`config.mk`:
```
export PLATFORM = sky130hd
export DESIGN_NAME = arbiter16_rr
export DESIGN_NICKNAME = d
export VERILOG_FILES = /design/src/rtl/arbiter16_rr_pkg.sv /design/src/rtl/arbiter16_rr_pick16.sv /design/src/rtl/arbiter16_rr.sv
export SDC_FILE = /design/constraint.sdc
export NUM_CORES = 1
export LEC_CHECK = 0
export CAP_MARGIN = 5
export CORE_UTILIZATION = 35
export CTS_CLUSTER_DIAMETER = 120
export CTS_CLUSTER_SIZE = 10
export DETAILED_ROUTE_END_ITERATION = 8
export GPL_TIMING_DRIVEN = 1
export PLACE_DENSITY = 0.67
export SYNTH_ARGS = -nofsm -noshare
export SYNTH_HDL_FRONTEND = slang
export SYNTH_SLANG_ARGS = --single-unit
```
`constraint.sdc`:
```
create_clock -name I_CLK -period 2.95 [get_ports I_CLK]
set_input_delay 0.4425 -clock I_CLK [delete_from_list [all_inputs] [get_ports I_CLK]]
set_output_delay 0.4425 -clock I_CLK [all_outputs]
set_load 0.05 [all_outputs]
```
`src/rtl/arbiter16_rr_pkg.sv`:
```
// Shared definitions for the 16-requester round-robin arbiter.
//   - FSM state encoding (idle / grant)
//   - requester count, pointer and hold-counter widths
//   - helpers: one-hot to index encoder, lowest-set-bit isolation
package arbiter16_rr_pkg;

  localparam int unsigned N_REQ = 16;
  localparam int unsigned PTR_W = 4;
  localparam int unsigned CNT_W = 16;

  localparam logic [CNT_W-1:0] CNT_MAX = '1;

  typedef enum logic {
    StIdle  = 1'b0,
    StGrant = 1'b1
  } state_e;

  // OR-reduction encoder: exact for one-hot input, returns 0 for all-zero.
  function automatic logic [PTR_W-1:0] onehot_to_idx(input logic [N_REQ-1:0] oh);
    logic [PTR_W-1:0] idx;
    idx = '0;
    for (int i = 0; i < N_REQ; i++) begin
      if (oh[i]) idx = idx | PTR_W'(i);
    end
    return idx;
  endfunction

  // Two's-complement trick keeps only the lowest set bit.
  function automatic logic [N_REQ-1:0] lowest_set(input logic [N_REQ-1:0] v);
    return v & (~v + N_REQ'(1));
  endfunction

endpackage

```
`src/rtl/arbiter16_rr_pick16.sv`:
```
// rr_pick16: combinational round-robin pick.
// Ports:
//   i_req  [15:0] request vector
//   i_ptr  [3:0]  index with highest priority this round
//   o_pick [15:0] one-hot selected requester (zero when i_req is zero)
//   o_any         at least one request present
module rr_pick16
  import arbiter16_rr_pkg::*;
(
  input  logic [N_REQ-1:0] i_req,
  input  logic [PTR_W-1:0] i_ptr,
  output logic [N_REQ-1:0] o_pick,
  output logic             o_any
);

  logic [N_REQ-1:0] w_mask;
  logic [N_REQ-1:0] w_masked;

  // Requests at or above the pointer win first; if none, wrap to the lowest index overall.
  assign w_mask   = {N_REQ{1'b1}} << i_ptr;
  assign w_masked = i_req & w_mask;

  assign o_pick = (w_masked != '0) ? lowest_set(w_masked) : lowest_set(i_req);
  assign o_any  = |i_req;

endmodule

```
`src/rtl/arbiter16_rr.sv`:
```
// arbiter16_rr: registered 16-requester round-robin arbiter with one-hot grant.
// Ports:
//   I_CLK      rising-edge clock
//   I_RESET    asynchronous active-high reset
//   I_ENABLE   allow new grants (a held grant is never revoked by this)
//   I_REQ      [15:0] level-sensitive requests
//   I_DONE     current owner releases its grant
//   O_GRANT    [15:0] registered one-hot grant, zero when idle
//   O_VALID    high iff O_GRANT is non-zero
//   O_TIMEOUT  one-cycle pulse after a release caused only by the hold timeout
// Parameter TIMEOUT_CYCLES: max grant length in cycles, 0 disables (0..65535).
module arbiter16_rr
  import arbiter16_rr_pkg::*;
#(
  parameter int unsigned TIMEOUT_CYCLES = 0
) (
  input  logic             I_CLK,
  input  logic             I_RESET,
  input  logic             I_ENABLE,
  input  logic [N_REQ-1:0] I_REQ,
  input  logic             I_DONE,
  output logic [N_REQ-1:0] O_GRANT,
  output logic             O_VALID,
  output logic             O_TIMEOUT
);

  localparam bit               TO_EN   = (TIMEOUT_CYCLES != 0);
  localparam logic [CNT_W-1:0] TO_LAST = (TIMEOUT_CYCLES == 0) ? '0
                                                               : CNT_W'(TIMEOUT_CYCLES - 1);

  state_e           r_state;
  logic [PTR_W-1:0] r_ptr;
  logic [CNT_W-1:0] r_cnt;
  logic [N_REQ-1:0] r_grant;
  logic             r_valid;
  logic             r_timeout;

  state_e           w_state_nxt;
  logic [PTR_W-1:0] w_ptr_nxt;
  logic [CNT_W-1:0] w_cnt_nxt;
  logic [N_REQ-1:0] w_grant_nxt;
  logic             w_valid_nxt;
  logic             w_timeout_nxt;

  logic [N_REQ-1:0] w_pick;
  logic             w_any;
  logic [PTR_W-1:0] w_owner_idx;
  logic             w_rel_done;
  logic             w_rel_drop;
  logic             w_rel_to;
  logic             w_release;

  rr_pick16 u_pick (
    .i_req  (I_REQ),
    .i_ptr  (r_ptr),
    .o_pick (w_pick),
    .o_any  (w_any)
  );

  assign w_owner_idx = onehot_to_idx(r_grant);

  // Release causes, listed in priority order; only the timeout alone raises the pulse.
  assign w_rel_done = I_DONE;
  assign w_rel_drop = ((I_REQ & r_grant) == '0);
  assign w_rel_to   = TO_EN && (r_cnt == TO_LAST);
  assign w_release  = w_rel_done || w_rel_drop || w_rel_to;

  always_comb begin
    w_state_nxt   = r_state;
    w_ptr_nxt     = r_ptr;
    w_cnt_nxt     = r_cnt;
    w_grant_nxt   = r_grant;
    w_valid_nxt   = r_valid;
    w_timeout_nxt = 1'b0;

    case (r_state)
      StIdle: begin
        w_grant_nxt = '0;
        w_valid_nxt = 1'b0;
        if (I_ENABLE && w_any) begin
          w_grant_nxt = w_pick;
          w_valid_nxt = 1'b1;
          w_cnt_nxt   = '0;
          w_state_nxt = StGrant;
        end
      end

      StGrant: begin
        if (w_release) begin
          // Going through idle guarantees the one-cycle bubble between owners.
          w_grant_nxt   = '0;
          w_valid_nxt   = 1'b0;
          w_cnt_nxt     = '0;
          w_ptr_nxt     = w_owner_idx + PTR_W'(1);
          w_timeout_nxt = w_rel_to && !w_rel_done && !w_rel_drop;
          w_state_nxt   = StIdle;
        end else if (r_cnt != CNT_MAX) begin
          w_cnt_nxt = r_cnt + CNT_W'(1);
        end
      end

      default: begin
        w_grant_nxt = '0;
        w_valid_nxt = 1'b0;
        w_state_nxt = StIdle;
      end
    endcase
  end

  always_ff @(posedge I_CLK or posedge I_RESET) begin
    if (I_RESET) begin
      r_state   <= StIdle;
      r_ptr     <= '0;
      r_cnt     <= '0;
      r_grant   <= '0;
      r_valid   <= 1'b0;
      r_timeout <= 1'b0;
    end else begin
      r_state   <= w_state_nxt;
      r_ptr     <= w_ptr_nxt;
      r_cnt     <= w_cnt_nxt;
      r_grant   <= w_grant_nxt;
      r_valid   <= w_valid_nxt;
      r_timeout <= w_timeout_nxt;
    end
  end

  assign O_GRANT   = r_grant;
  assign O_VALID   = r_valid;
  assign O_TIMEOUT = r_timeout;

endmodule

```
### Yosys cells after proc, flatten, opt, wreduce, memory -nomap -nowiden

Cells that the tools add are included.

| storage, ports and cells | value |
|---|---|
| input bits | 20 |
| flip-flop bits (word level) | 22 |
| logic and storage cells | 46 |

| operators by class | value |
|---|---|
| $add $sub $neg | 3 |
| muxes and demuxes | 24 |
| bitwise logic cells | 7 |
| shifts and indexed selects | 1 |
| eq/ne operators | 1 |
| reductions and logical operators | 6 |

Operators with widths:

| kind | number |
|---|---|
| 16-bit AND | 4 |
| 16-bit two-way mux | 3 |
| 16-bit by 1-bit adder with 16-bit output (second input constant) | 2 |
| 4-bit two-way mux | 8 |
| 16-bit inverter | 2 |
| 16-bit one-hot mux with 2 select lines | 1 |
| 16-bit logical NOT | 1 |
| 16-bit nonzero test | 1 |
| 16-bit OR reduction | 1 |
| 16-bit by 4-bit << shifter with 16-bit output (first input constant) | 1 |
| 3-bit two-way mux | 4 |
| 4-bit by 1-bit adder with 4-bit output (second input constant) | 1 |
| 1-bit two-way mux | 4 |
| 2-bit two-way mux | 2 |
| 1-bit one-hot mux with 2 select lines | 2 |
| 2-bit by 1-bit != test with 1-bit output (second input constant) | 1 |
| 2-bit AND reduction | 1 |
| 1-bit logical AND | 1 |
| 1-bit logical OR | 1 |
| 1-bit inverter | 1 |

### Longest topological paths before layout

| depth | value |
|---|---|
| depth in word-level cells | 16 |
| depth in mapped cells | 8 |
| gate-level depth less buffers | 6 |

### Hierarchy

Synthesis repeated with hierarchy kept, for this count alone.

| second synthesis, totals | value |
|---|---|
| cell total of the unflattened synthesis | 200 |
| area, all modules | 1826.8 sq um |

Modules (own cells, without submodules):

| module | cells each | area each (sq um) | times used |
|---|---|---|---|
| arbiter16_rr | 82 | 1023.5 | 1 |
| rr_pick16 | 118 | 803.3 | 1 |

### Worst setup path after synthesis

No wires, ideal clock.

| timing | value |
|---|---|
| path kind | reg-to-reg |
| start | reg r_grant[9], in the netlist O_GRANT[9] |
| end | reg r_ptr[1] |
| library setup time | 0.125 ns |
| stages on the path, launching flop included | 6 |
| path buffers | 0 |
| path slack | 0.991 ns |
| arrival time | 1.834 ns |
| cell sequence | dfrtp_1 a22o_1 a221oi_1 and4_1 o21ai_1 mux2_2 |

| on the way | value |
|---|---|
| longest elaborated chain between the ends | 8 |
| elaborated cells on any way between the ends | 12 |
| those cells by class | add/sub (1); mux (7); bitwise (1); reduce/logical (3) |

RTL lines:

| item | line | source |
|---|---|---|
| start: declaration | arbiter16_rr.sv:34 | `logic [N_REQ-1:0] r_grant;` |
| start signal: assignment | arbiter16_rr.sv:122 | `r_grant <= w_grant_nxt;` |
| 4-bit two-way mux (7 in series) | arbiter16_rr_pkg.sv:23 | `if (oh[i]) idx = idx \| PTR_W'(i);` |
| 4-bit by 1-bit adder with 4-bit output | arbiter16_rr.sv:94 | `w_ptr_nxt = w_owner_idx + PTR_W'(1);` |
| end signal: assignment | arbiter16_rr.sv:120 | `r_ptr <= w_ptr_nxt;` |
| end: declaration | arbiter16_rr.sv:32 | `logic [PTR_W-1:0] r_ptr;` |

Several ways; a longest one is shown, not always the timed one.
A chain may end at the register's enable or synchronous reset.

### Worst setup path after layout

| timing | value |
|---|---|
| start | in I_REQ[0] |
| end | reg r_grant[5], in the netlist O_GRANT[5] |

| on the way | value |
|---|---|
| longest elaborated chain between the ends | 7 |
| elaborated cells on any way between the ends | 17 |
| those cells by class | add/sub (2); eq/ne (1); mux (3); bitwise (6); reduce/logical (5) |

RTL lines:

| item | line | source |
|---|---|---|
| start: declaration | arbiter16_rr.sv:20 | `input logic [N_REQ-1:0] I_REQ,` |
| 16-bit AND | arbiter16_rr_pick16.sv:21 | `assign w_masked = i_req & w_mask;` |
| 16-bit inverter | arbiter16_rr_pkg.sv:30 | `return v & (~v + N_REQ'(1));` |
| 16-bit by 1-bit adder with 16-bit output | arbiter16_rr_pkg.sv:30 |  |
| 16-bit AND | arbiter16_rr_pkg.sv:30 |  |
| 16-bit two-way mux | arbiter16_rr_pick16.sv:23 | `assign o_pick = (w_masked != '0) ? lowest_set(w_masked) : lowest_set(i_req);` |
| 16-bit two-way mux | arbiter16_rr.sv:80 | `if (I_ENABLE && w_any) begin` |
| 16-bit one-hot mux with 2 select lines | arbiter16_rr.sv:76 | `case (r_state)` |

Several ways; a longest one is shown, not always the timed one.

==> flow_summary.yaml <==
detailed_routing:
  wl_mm: 5.314
  avgViaCountPerCell: 5.885
  wl_per_cell_um: 17.48
  via_count: 1789
  first_pass_iters: 4
  drt_iter0_drc: 176
  drtAntennaViolNets: 0
  drc: 0
synth:
  ys_seq_elements: 22
  syn_area_per_cell_um2: 8.783
  synth_seq_area_share_pct: 31.34
  async_flop_share_pct: 100.0
  synth_fp_nets: 221
  synth_area_um2: 1757
  synth_flop_cell: "dfrtp_1"
  synth_edf_count: 0
  yosysUniqueCellTypes: 58
  syn_inst: 200
  yosysWarnings: 0
clock_tree:
  htreeDepth: 1
  clockBufferDepth: 2
  root_buffer: "clkbuf_8"
  clkSlewWorstSetupHoldPaths_ps: 80
  numCtsBuffers: 3
  tritoncts: "done"
  clock_latency_ps: 270
  cts_resized: 0
  cts_sinks: 22
  hold_buffers: 0
  post_cts_buffers: 0
global_routing:
  grt_usage_pct: 21.96
  grt_start_max_net_pins: 23
  grt_overflow_total: 0
  grt_pass1_wl_mm: 8.859
  grt_pass1_vias: 1752
  antenna_found_initial: 0
die:
  die-area_um2: 5306
  dieHeight_um: 72.85
  fp.coreArea_um2: 4786
  dieWidth_um: 72.85
  rows: 25
  io_pins: 38
  start_util_pct: 36.71
setup_path:
  worst_setup_path_end_kind: "register"
  worstRegToRegCells: 6
  startpoint_type: "input port"
  critPathArrivalTime_ps: 2570
  critPathRequiredTime_ps: 3140
  slowest_stage: "clkdlybuf4s50_1"
  crit_path_max_incr_delay_ps: 550
  worstPathCellList: "clkdlybuf4s50_1, nor2b_1, o21ai_2, nand4_4, nor4_2, nand3_1, o31ai_1"
  path_class: "in -> reg"
  reg2reg_slack_ps: 660
  timing.rr.end: "O_GRANT[5]$_DFFE_PP0P_"
  r2r_start: "r_ptr[3]$_DFFE_PP0P_"
  critical_path.max_fanout: 6
power_and_ir_drop:
  p_total_uw: 1079
  cellPowerDensity_nw_per_um2: 485.4
  vdd_drop_max_v: 0.0002921
  p_leak_uw: 0.0008729
placed_design:
  gp_routability_congestion: 1.050
  portBuffers: 36
  place_area_um2: 2167
  place_hpwl_mm: 4.069
  place_ws_ps: 322.7
hold_path:
  whs_endpoint: "O_VALID$_DFFE_PP0P_"
  min-delay-start: "O_VALID$_DFFE_PP0P_"
  holdPathStages: 2
  hold_path.class: "reg -> reg"
status:
  status: "complete, no violations"
timing:
  slew-limit-headroom_pct: 45.11
  setup_tns_ps: 0
  finalHoldViolations: 0
  fmax_mhz: 420.4
  worst_pin_slew_ps: 822.4
  fin_skew_ps: 0.8396
  drv_slew: 0
  period_share_pct: 80.63
  rsz0062_at_grt: "no"
  period_needed_ps: 2379
  worst_slack_ps: 571.4
  setup_violations: 0
final_layout:
  nets: 259
  diodes: 0
  area_growth_pct: 26.50
  fillers: 469
  seq_area_um2: 550.5
  layout-drive-gt1-share_pct: 14.77
  multi_input_area_um2: 1101
  fin_area_um2: 2222
run:
  maxCapViolCount: 0
flip-flops by register name, summed over array words and instances, names as in the netlist:
register,flops
O_VALID,1
r_ptr,4
r_state,1
O_GRANT,16
power breakdown:
group | switching, µW | internal, µW
clock | 110 | 120
combinational | 253 | 171
sequential | 91.7 | 333
layout by cell type, fill, tap and decap left out, types with 4 or more instances in the layout:
master / n
nor3_1: 12
a221oi_1: 4
a21oi_1: 7
nand3_1: 12
nand2_1: 19
o21ai_0: 13
nor2b_1: 5
inv_1: 7
a32o_1: 6
clkdlybuf4s50_1: 36
clkbuf_8: 4
buf_4: 6
dfrtp_1: 22
nor2_1: 15
logic make-up after synthesis:
| family | count (synthesis) | share of synthesized area, % |
|---|---|---|
| xor+xnor | 2 | 0.9973 |
| other cells | 1 | 0.2135 |
| fa+ha+maj | 1 | 0.7121 |
| buf+inv | 16 | 5.983 |
| mux | 2 | 1.211 |
| simple gates | 98 | 34.97 |
| compound gates | 58 | 24.57 |
| flops | 22 | 31.34 |
synth_stat cells (4+ instances only):
cell type   n  share of area [%]
nor2_1     15                3.2
nand3_1    12                3.4
dfrtp_1    22                 31
nand2_1    19                4.1
inv_1       7                1.5
a32o_1      6                3.4
a21oi_1     7                2.0
o21ai_0    13                3.7
nor3_1     12                3.4
a221oi_1    4                2.0
nor2b_1     5                1.8
buf_4       6                2.6
worst max-delay path: cells and delay by family:
kind	cells	cell delay (ps)
AOI/OAI and AO/OA	2	440
buffers and inverters	1	550
and+or+nand+nor	4	1120
routing by layer:
metal	vias up	GRT usage, %	share of wire, %
met3	5	3.591	8.4
met2	100	34.89	45
met4	0	7.190	1.1
li1	838	-	-
met5	-	0	0
met1	846	30.40	46
worst max-delay path by stage:
stage	from	endpoint	slack, ps
finish	I_REQ[0]	O_GRANT[5]$_DFFE_PP0P_	570
global route	I_REQ[0]	O_GRANT[5]$_DFFE_PP0P_	390
CTS	I_REQ[1]	O_GRANT[3]$_DFFE_PP0P_	590
detailed placement	I_REQ[1]	O_GRANT[4]$_DFFE_PP0P_	320
global placement	I_REQ[9]	O_GRANT[4]$_DFFE_PP0P_	300
floorplan	O_GRANT[9]$_DFFE_PP0P_	r_ptr[1]$_DFFE_PP0P_	990
metrics by stage:
step,std cells,util [%],hold WS [ps]
3_3_place_gp,300,45.28,479.1
5_1_grt,304,46.43,542.5
2_1_floorplan,200,-,431.7
3_5_place_dp,300,45.28,474.7
6_report,304,46.43,489.8
4_1_cts,304,46.43,494.5
layout make-up:
class	count	share of cell area [%]
Multi-Input combinational cell	162	49.55
Sequential cell	22	24.77
Timing Repair Buffer	42	18.24
Tap cell	67	3.773
Clock buffer	4	2.477
Inverter	7	1.182
No activity file was read; power rests on OpenSTA's default activity.
